**config.mk**
```make
export PLATFORM = sky130hd
export DESIGN_NAME = oldland_prefetch
export DESIGN_NICKNAME = d
export VERILOG_FILES = /design/src/rtl/oldland_prefetch.sv
export SDC_FILE = /design/constraint.sdc
export NUM_CORES = 1
export LEC_CHECK = 0
export ABC_AREA = 1
export CAP_MARGIN = 10
export CORE_MARGIN = 3
export CORE_UTILIZATION = 35
export CTS_CLUSTER_SIZE = 16
export DETAILED_ROUTE_END_ITERATION = 12
export PLACE_DENSITY = 0.62
export RECOVER_POWER = 25
export SLEW_MARGIN = 20
export SYNTH_ARGS = -nofsm -noshare
export SYNTH_HDL_FRONTEND = slang
export SYNTH_SLANG_ARGS = --single-unit
```
**constraint.sdc**
```tcl
create_clock -name clk -period 3.9 [get_ports clk]
set_clock_uncertainty 0.15 [all_clocks]
set_input_delay 0.39 -clock clk [delete_from_list [all_inputs] [get_ports clk]]
set_output_delay 0.39 -clock clk [all_outputs]
set_load 0.02 [all_outputs]
```
**src/rtl/oldland_prefetch.sv**
```systemverilog
// Oldland prefetch unit: DEPTH-entry instruction queue between the instruction
// bus and decode, with partial-decode stall, branch flush and stale-ack discard.
`ifndef INSTR_NOP
`define INSTR_NOP 32'h00000000
`endif

module oldland_prefetch #(
    parameter logic [31:0] RESET_ADDR = 32'h00000000,
    parameter int          DEPTH      = 4,
    parameter logic [31:0] NOP_INSTR  = `INSTR_NOP
) (
    input  logic                   clk,
    input  logic                   rst,
    input  logic                   stall_clear,
    input  logic                   branch_taken,
    input  logic [31:0]            branch_pc,
    output logic                   i_req,
    output logic [31:0]            i_addr,
    input  logic                   i_ack,
    input  logic [31:0]            i_data,
    output logic [31:0]            instr,
    output logic                   instr_valid,
    output logic [31:0]            pc,
    output logic [31:0]            pc_plus_4,
    output logic [$clog2(DEPTH):0] queue_level
);
    localparam int           AW   = $clog2(DEPTH);
    localparam logic [AW:0]  FULL = (AW+1)'(DEPTH);
    localparam logic [AW:0]  ONE  = (AW+1)'(1);

    logic [31:0]   data_q [DEPTH];
    logic [31:0]   pc_q   [DEPTH];
    logic [AW-1:0] head;
    logic [AW-1:0] tail;
    logic [AW:0]   count;
    logic [31:0]   fetch_pc;
    logic [31:0]   hold_addr;
    logic          stalled;
    logic          discard;
    logic          stalled_next;
    logic          push;
    logic          pop;

    assign stalled_next = stalled && !stall_clear;
    assign i_req        = !rst && (count < FULL);
    // While discarding, the bus must keep seeing the abandoned request's address.
    assign i_addr       = discard ? hold_addr : fetch_pc;
    assign push         = i_req && i_ack && !discard && !branch_taken;
    assign pop          = (count != '0) && !stalled_next && !branch_taken;
    assign pc_plus_4    = pc + 32'd4;
    assign queue_level  = count;

    always_ff @(posedge clk) begin
        if (push) begin
            data_q[tail] <= i_data;
            pc_q[tail]   <= fetch_pc;
        end
    end

    always_ff @(posedge clk) begin
        if (rst) begin
            head        <= '0;
            tail        <= '0;
            count       <= '0;
            fetch_pc    <= RESET_ADDR;
            hold_addr   <= RESET_ADDR;
            stalled     <= 1'b0;
            discard     <= 1'b0;
            instr       <= NOP_INSTR;
            instr_valid <= 1'b0;
            pc          <= RESET_ADDR - 32'd4;
        end else if (branch_taken) begin
            head        <= '0;
            tail        <= '0;
            count       <= '0;
            fetch_pc    <= branch_pc;
            stalled     <= 1'b0;
            instr       <= NOP_INSTR;
            instr_valid <= 1'b0;
            if (i_req && !i_ack) begin
                discard   <= 1'b1;
                hold_addr <= i_addr;
            end else begin
                discard   <= 1'b0;
            end
        end else begin
            if (i_req && i_ack) begin
                if (discard) begin
                    discard <= 1'b0;
                end else begin
                    tail     <= tail + AW'(1);
                    fetch_pc <= fetch_pc + 32'd4;
                end
            end

            if (pop) begin
                instr       <= data_q[head];
                pc          <= pc_q[head];
                instr_valid <= 1'b1;
                head        <= head + AW'(1);
                // Load/store and branch classes stall until a later stage clears it.
                stalled     <= (^data_q[head][31:30]) | stalled_next;
            end else begin
                instr       <= NOP_INSTR;
                instr_valid <= 1'b0;
                stalled     <= stalled_next;
            end

            case ({push, pop})
                2'b10:   count <= count + ONE;
                2'b01:   count <= count - ONE;
                default: count <= count;
            endcase
        end
    end
endmodule

```
== Word-level counts from Yosys, hierarchy flattened ==
Memories as Yosys holds them, arrays and structs flattened. A register that Yosys moved wholly into a read port is not among the register bits.
Cells that the tools add are included.

* Word-level logic and storage cells: 63
* Register bits: 106
* Latch bits: 0
* Memories: 2
* Bits in read-only memories: 0
* Output and inout bits: 133
* Memory bits (writable): 256
* Input port bits: 69

{| class="wikitable"
|+ Memory list
! memory !! depth !! width !! read ports !! clocked after Yosys merged registers in !! wr ports !! RTL line !! RTL
|-
| data_q || 4 || 32 || 1 || 1 || 1 || 31 || <nowiki>logic [31:0] data_q [DEPTH];</nowiki>
|-
| pc_q || 4 || 32 || 1 || 1 || 1 || 32 || <nowiki>logic [31:0] pc_q [DEPTH];</nowiki>
|}

* Add/subtract/negate cells: 6
* Bitwise operators: 4
* $mul: 0
* Muxes and demuxes: 14
* Eq/ne operators: 3
* Shift-type cells: 0
* Magnitude comparators: 1
* Reduce and logical (&&, ||, !) cells: 24
* Div/mod/pow operators: 0

{| class="wikitable"
|+ Operators with widths
! kind !! count
|-
| 32-bit two-way mux || 4
|-
| 32-bit by 3-bit adder with 32-bit output, second input constant || 2
|-
| 1-bit logical AND || 8
|-
| 2-bit AND reduction || 4
|-
| 1-bit two-way mux || 7
|-
| 1-bit logical NOT || 6
|-
| 3-bit case mux with 2 select lines || 1
|-
| 2-bit by 1-bit adder with 2-bit output, second input constant || 2
|-
| 2-bit two-way mux || 2
|-
| 2-bit nonzero test || 2
|-
| 3-bit by 1-bit adder with 3-bit output, second input constant || 1
|-
| 3-bit < comparator, second input constant || 1
|-
| 1-bit NOT || 3
|-
| 3-bit nonzero test || 1
|-
| 3-bit OR reduction || 1
|-
| 3-bit by 1-bit subtractor with 3-bit output, second input constant || 1
|-
| 2-bit by 1-bit == test with 1-bit output, second input constant || 1
|-
| 2-bit == test, second input constant || 1
|-
| 2-bit inequality test, second input constant || 1
|-
| 2-bit OR reduction || 1
|-
| 2-bit parity || 1
|-
| 1-bit bitwise OR || 1
|}

== Longest topological paths before layout ==
Gate-level depths: netlist of run 1.

* Word-level depth: 7
* Gate-level depth with buffers: 13
* Depth with buffers taken out: 12

== Least setup slack after synthesis of run 1 ==
Ideal clock, no wire load.

* Path kind: in2reg
* Start: input port rst
* End: memory data_q[0][0], enable pin
* Library setup time: 486 ps
* Cell stages on the path: 6
* Arrival time: 3654 ps
* Data required time: 3264 ps
* Setup slack: -390 ps
* Path buffers: 1
* Cell sequence: buf_6 > nor2_8 > nand3_4 > inv_2 > nand2_2 > nor2_1

* Cells in the longest elaborated chain, start to end: 7

{| class="wikitable"
|+ Ends and longest elaborated chain
! element !! RTL line !! RTL
|-
| start: declaration || 13 || <nowiki>input logic rst,</nowiki>
|-
| 1-bit logical NOT || 45 || <nowiki>assign i_req = !rst && (count < FULL);</nowiki>
|-
| 1-bit logical AND || 45 ||
|-
| 1-bit logical AND (3 in a row) || 48 || <nowiki>assign push = i_req && i_ack && !discard && !branch_taken;</nowiki>
|-
| 1-bit two-way mux || 54 || <nowiki>if (push) begin</nowiki>
|-
| 1-bit two-way mux (not written as such) || 55 || <nowiki>data_q[tail] <= i_data;</nowiki>
|-
| end: declaration || 31 ||
|}

No other way between the ends.

== Final worst setup path of run 1 ==
* Start: register pc[2], read port of pc_q
* End: output port pc_plus_4[30]

* Cells in the longest elaborated chain, start to end: 1

{| class="wikitable"
|+ Ends and longest elaborated chain
! element !! RTL line !! RTL
|-
| start: declaration || 23 || <nowiki>output logic [31:0] pc,</nowiki>
|-
| 32-bit by 3-bit adder with 32-bit output || 50 || <nowiki>assign pc_plus_4 = pc + 32'd4;</nowiki>
|-
| end: declaration || 24 || <nowiki>output logic [31:0] pc_plus_4,</nowiki>
|}

No other way between the ends.

==> results of run 1 <==
registers in the layout, indices dropped and copies added, names as in the netlist, 3 cells and up, named ones only:
| signal | count |
|---|---|
| pc | 32 |
| data_q | 128 |
| hold_addr | 32 |
| instr | 32 |
| pc_q | 128 |
| fetch_pc | 32 |
| queue_level | 3 |
metal layers:
metal	global-route usage, %	vias up	wire [um]
met4	4.881	0	1052
met3	3.197	69	2674
met2	29.47	404	21620
met5	0	-	0
met1	23.95	6030	19690
li1	-	6051	-
tightest hold or removal path, delay by kind of cell:
kind,cells,cell delay (ps)
AOI/OAI and AO/OA,1,80
buffers and inverters,1,140
and+or+nand+nor,2,150
power breakdown:
part | switching, mW | total (mW) | internal [mW]
Sequential | 0.0922 | 4.63 | 4.54
Combinational | 0.547 | 0.941 | 0.394
Clock | 1.64 | 3.97 | 2.33
metrics by stage:
step | setup TNS (ps) | instances | utilization (%)
2_1_floorplan | -99920 | 1672 | -
3_3_place_gp | 0 | 2406 | 41.54
3_5_place_dp | 0 | 2406 | 41.54
4_1_cts | 0 | 2483 | 44.52
5_1_grt | 0 | 2483 | 44.52
6_report | 0 | 2483 | 44.52
cells by family after synthesis:
group,Yosys count,share of synthesized area [%]
AOI/OAI and AO/OA,364,11.29
xor gates and xnor gates,33,1.749
adders and majority gates,8,0.6512
buffers and inverters,201,5.224
DFF,396,63.48
and+or+nand+nor,670,17.60
area by class of cell:
cell class / instances / area share (%)
clock buffer: 52 / 5.521
clock inverter: 25 / 1.168
inverter: 113 / 2.073
multi-input combinational: 1075 / 25.42
sequential: 396 / 51.27
tap: 600 / 3.668
timing repair buffer: 222 / 10.88
cell usage in the layout, fill, tap and decap left out, types with 24 or more instances in the layout:
master | netlist | final
edfxtp_1 | 256 | 256
nand2_1 | 276 | 276
clkdlybuf4s50_1 | 0 | 168
clkbuf_16 | 0 | 43
dfxtp_1 | 140 | 138
xor2_1 | 24 | 24
o21ai_0 | 188 | 188
a31oi_1 | 25 | 25
nand3_1 | 93 | 93
inv_1 | 103 | 103
nor2_1 | 234 | 230
a21oi_1 | 139 | 139
dlygate4sd3_1 | 0 | 32
worst max-delay path by stage:
stage / from / end / slack [ps] / cells past startpoint
after global routing: pc[5] / pc_plus_4[23] / 450 / 9
after global placement: stall_clear / queue_level[2] / 1000 / 12
after floorplan: rst / data_q[0][0] / -390 / 6
final: pc[2] / pc_plus_4[30] / 620 / 8
after CTS: pc[9] / pc_plus_4[30] / 580 / 7
after detailed placement: stall_clear / queue_level[2] / 1020 / 12
==> results.md, run 1 <==
- Register area share after synthesis: a little under two thirds
- Die Height: ~220 um
- DR WL/cell: 18.14 um
- Drt initial violations: 955
- Max-slew headroom: 39.53%
- Total wire length: 45.04 mm
- Top delay family on crit path: buffers and inverters
- Syn nets: 1749
- DRC: 0
- Post-cts sizing count: 0
- Total Power: roughly 9.5 mW
- Setup bufs post-CTS: 0
- Dpl ws: roughly 1000 ps
- Clock Latency Late Sink: roughly 560 ps
- Post-synth top area share: 46.52%
- Site row count: 78
- ANT nets after route: 0
- Max-cap check violation count: 0
- Slew Viols, Final: 0
- Inserted Diodes: 0
- Number of port buffers: 201
- Bufs and invs on worst path: 3
- Reg clk slew, reported paths: 60 ps
- WHS: 106.3 ps
- R2r startpoint: queue_level[2]
- Unique cell type count in the Yosys netlist: 41
- Post-Synthesis Cells: 1672
- GPL Wtd Cong: between 0.9 and 1
- Largest area contributor in the netlist: edfxtp_1
- Synth-to-layout area growth: 23.84%
- Peak VDD IR: ~0.27 mV
- DIE AREA: between 40000 and 50000 um2
- Initial DRT Pass Iterations: 7
- Vias: 12554
- Reg area: 10490 um2
- Initial antenna violation count: 0
- H-Tree Depth: 2
- Initial Util: 35.95%
- Reg-to-Reg End: queue_level[2]
- WP data arrival: around 2700 ps
- Clock buffer depth: 3
- Synth cell count leaders: nand2_1 (276), edfxtp_1 (256), nor2_1 (234)
- Startpoint Class: flop
- Hold WC Path Type: input port to flop
- Avg Inst Size Synth: between 9 and 10 um2
- Number of synthesized flops with an enable pin: roughly 260
- PnR worst setup slack: 617.0 ps
- Post-layout min period: 3283 ps
- Final setup violation count: 0
- Root Driver: clkbuf_16
- Placed Area: 19100 um2
- PD cells: ~470 nW/um2
- Peak Freq: 304.6 MHz
- Layout Nets: 1927
- Worst Reg-to-Reg Cells: 11
- RSZ-0062 raised after global routing: no
- First-pass GRT wire length: 69.70 mm
- TritonCTS Sinks: 396
- Core area: around 46000 um2
- # hold bufs at CTS: 0
- WHS Endpoint: tail[0]
- Async SR Flop Fraction: 0%
- Netlist Area Pre-Place: roughly 17000 um2
- Crit Path Class: flop to primary output
- #FFs+latches synth: 396
- Multi-input gate area: approximately 5200 um2
- Top FF cell, synth: edfxtp_1
- Die extent in x: between 200 and 250 um
- Detailed-route vias per instance: 5.056
- Period utilization: 84.18%
- CP endpoint kind: primary output
- Largest cells by area after synthesis: edfxtp_1 (47%), dfxtp_1 (17%), nand2_1 (6.3%), o21ai_0 (5.7%), nor2_1 (5.3%)
- Critical Path, Cell by Cell: ha_1, inv_1, nor2_1, nand3_1, inv_1, nand4_1, xor2_1, clkdlybuf4s50_1
- Ports: ~200
- Share of cells above drive strength 1: roughly 7.6%
- Most frequent cell after synthesis: nand2_1
- Post-DP HPWL: around 29 mm
- Outcome: finished, final reports clean
- Number of global-route vias before repair: 12104
- Crit path largest cell delay: around 620 ps
- Largest net degree at the start of global routing: 99
- CTS tree: yes
- Setup slack, reg-to-reg: 1350 ps
- Final hold violations: 0
- # fillers: ~4400
- Final instance area: 20460 um2
- Leakage: 7.519 nW
- Global route overflow: 0
- Tightest Pin Transition: 907.0 ps
- Hold_sp: rst
- Crit-path slowest cell: clkdlybuf4s50_1
- Syn. warnings: 0
- Most used cell, CP: inv_1
- Crit path max fanout: 5
- GRT Total Usage: 17.75%
- Hold depth: 4
- TritonCTS Buffers: 42
- CP required: 3360 ps
(Power assumes the default switching activity.)
==> inputs of run 2 (changes only) <==
- clock period: 3.9 -> 2.67 ns (I/O delays scaled with it)
==> run 2 against run 1 <==
Critical path depth decreased by 4. Critical endpoint is now pc_plus_4[5]. Global-route usage increased by 0.44 points. Sequential share of layout area down 1.2 points. Largest cell class unchanged.
==> results.md, run 2 (synthesis results as in run 1) <==
- Outcome: finished, final reports clean
- Hold WC Path Type: input port to flop
- Vias: 12555 (+0.0080%)
- H-Tree Depth: 2 (unchanged)
- Clock buffer depth: 3 (unchanged)
- ANT nets after route: 0 (unchanged)
- Number of global-route vias before repair: 12169 (+0.54%)
- Worst Setup SP: pc[2]
- Final hold violations: 0 (unchanged)
- DR WL/cell: 18.36 um (+1.2%)
- Post-cts sizing count: 54 (+54)
- Inserted Diodes: 0 (unchanged)
- Reg-to-Reg End: queue_level[2]
- TritonCTS Buffers: 43 (+2.4%)
- Synth-to-layout area growth: 27.14%
- Crit-path slowest cell: clkdlybuf4s50_1
- Initial DRT Pass Iterations: 5 (-2)
- Top Registers: data_q: 128 flops, pc_q: 128 flops
- TritonCTS Sinks: 396 (unchanged)
- Setup bufs post-CTS: 0 (unchanged)
- Final setup violation count: 0 (unchanged)
- Final instance area: 21010 um2 (+2.7%)
- Root Driver: clkbuf_16
- Setup slack, reg-to-reg: 550 ps (-800 ps)
- Switch share: 23.18% (-0.68 points)
- Commonest non-fill, non-tap cell in the layout: nand2_1
- Tightest Pin Transition: 793.6 ps (-113.4 ps)
- Slew Viols, Final: 0 (unchanged)
- GRT Total Usage: 18.20% (+0.44 points)
- Share of cells above drive strength 1: 11.54% (+3.9 points)
- Drt initial violations: 1008 (+5.5%)
- CP endpoint kind: primary output
- Worst Reg-to-Reg Cells: 11 (unchanged)
- Clock share of power: 43.7% (+2.1 points)
- Initial Util: 35.95% (unchanged)
- Most frequent cells in the layout: nand2_1 (276), edfxtp_1 (256), nor2_1 (225), o21ai_0 (179), clkdlybuf4s50_1 (141)
- Number of port buffers: 201 (unchanged)
- Placed Area: 19480 um2 (+2.0%)
- Crit path largest cell delay: 680 ps (+60 ps)
- Max-cap check violation count: 0 (unchanged)
- Bufs and invs on worst path: 2 (-1)
- Startpoint Class: flop
- Dpl ws: 128.7 ps (-891.3 ps)
- Crit Path Class: flop to primary output
- Int Pwr: 11.07 mW (+52%)
- Crit path max fanout: 5 (unchanged)
- Top delay family on crit path: buffers and inverters
- Crit path to: pc_plus_4[5]
- Layout Nets: 1968 (+2.1%)
- Comb power frac: 9.6% (-0.3 points)
- Post-DP HPWL: 31.46 mm (+7.1%)
- DRC: 0 (unchanged)
- Die extent in x: 223.3 um (unchanged)
- Peak VDD IR: 0.4648 mV (+69%)
- Max-slew headroom: 47.09% (+7.6 points)
- Period utilization: ~99%
- RSZ-0062 raised after global routing: yes
- PnR worst setup slack: 17.34 ps (-599.6 ps)
- PD cells: 686.0 nW/um2 (+47%)
- WP data arrival: 2240 ps (-500 ps)
- Post-layout min period: 2653 ps
- Leakage: 7.895 nW (+5.0%)
- Detailed-route vias per instance: 4.974 (-1.6%)
- Total Power: 14.41 mW (+51%)
- Die Height: 223.3 um (unchanged)
- Ports: 202 (unchanged)
- GPL Wtd Cong: 0.9187 (-0.78%)
- Clock Latency Late Sink: 560 ps (about the same)
- Initial antenna violation count: 0 (unchanged)
- R2r startpoint: discard
- Total wire length: 46.35 mm (+2.9%)
- # hold bufs at CTS: 0 (unchanged)
- CTS tree: yes
- DIE AREA: 49860 um2 (unchanged)
- CP required: 2250 ps (-1110 ps)
- Switching Power: 3.342 mW (+47%)
- Peak Freq: 377.0 MHz
- Largest net degree at the start of global routing: 65 (-34%)
- Site row count: 78 (unchanged)
- Critical Path, Cell by Cell: buf_4, nand3_2, xnor2_1, clkdlybuf4s50_1
- Crit path depth: 4 (-4)
- Sequential share of power: 46.7% (-1.9 points)
- Reg clk slew, reported paths: 60 ps (about the same)
- First-pass GRT wire length: 71.40 mm (+2.4%)
- # fillers: 4273 (-1.8%)
- Global route overflow: 0 (unchanged)
- Core area: 45970 um2 (unchanged)
-- run 2: changes by cell type in the layout (fill, tap and decap cells not counted), moves of 7 or more --
cell / before / now
o21ai_0: 188 / 179
dfxtp_2: 2 / 16
buf_4: 16 / 49
o21ai_1: 8 / 17
clkbuf_2: 0 / 9
clkdlybuf4s50_1: 168 / 141
buf_12: 5 / 12
dlygate4sd2_1: 0 / 9
dfxtp_1: 138 / 124
-- run 2: metal layers --
layer  global-route usage [%]  share of wire, %  up-vias
met5                        0                 0        -
met4                    6.235               3.2        0
met3                    3.408               5.9       75
met2                    30.03                48      358
met1                    24.08                43     5992
li1                         -                 -     6130
-- run 2: power by group through the flow --
stage	registers [mW]	clock network, mW	logic, mW
floorplan	6.86	0	0.749
global placement	6.86	0	1.46
detailed placement	6.87	0	1.45
CTS	6.74	6.45	1.40
global route	6.75	6.68	1.49
finish	6.74	6.30	1.38
-- run 2: layout make-up --
class                           instances  area, um2  share of cell area [%]
Clock inverter                         18      276.5                   1.316
Sequential cell                       396      10510                   50.02
Multi-Input combinational cell       1075       5259                   25.03
Clock buffer                           60       1232                   5.866
Inverter                              113      424.2                   2.019
Timing Repair Buffer                  262       2557                   12.17
Tap cell                              600      750.7                   3.573
-- run 2: through the flow --
stage               utilization [%]  hold slack, ps  TNS (ps)  cells
finish                        45.71           121.1         0   2524
floorplan                         -           215.9   -140340   1672
global placement              42.39           284.1         0   2446
CTS                           45.70           88.65         0   2524
global route                  45.71           116.5    -174.7   2524
detailed placement            42.39           286.0         0   2446
-- run 2: worst min-delay path by stage --
| stage | from | end | slack (ps) | depth (start not counted) |
|---|---|---|---|---|
| floorplan | i_data[0] | data_q[0][0] | 220 | 0 |
| global placement | hold_addr[3] | hold_addr[3] | 280 | 2 |
| detailed placement | hold_addr[3] | hold_addr[3] | 290 | 2 |
| CTS | rst | tail[0] | 90 | 5 |
| global route | rst | tail[0] | 120 | 5 |
| finish | rst | tail[0] | 120 | 5 |
-- run 2: worst reg2reg max path: stages (launching register included) --
cell     delay [ps]
dfxtp_1         380
inv_1           200
nand3_4         140
inv_2            50
nand2_2          60
ha_1            130
inv_1            60
fa_1            370
a21oi_1         140
o21ai_0         110
o21ai_0         150
a21oi_1          50
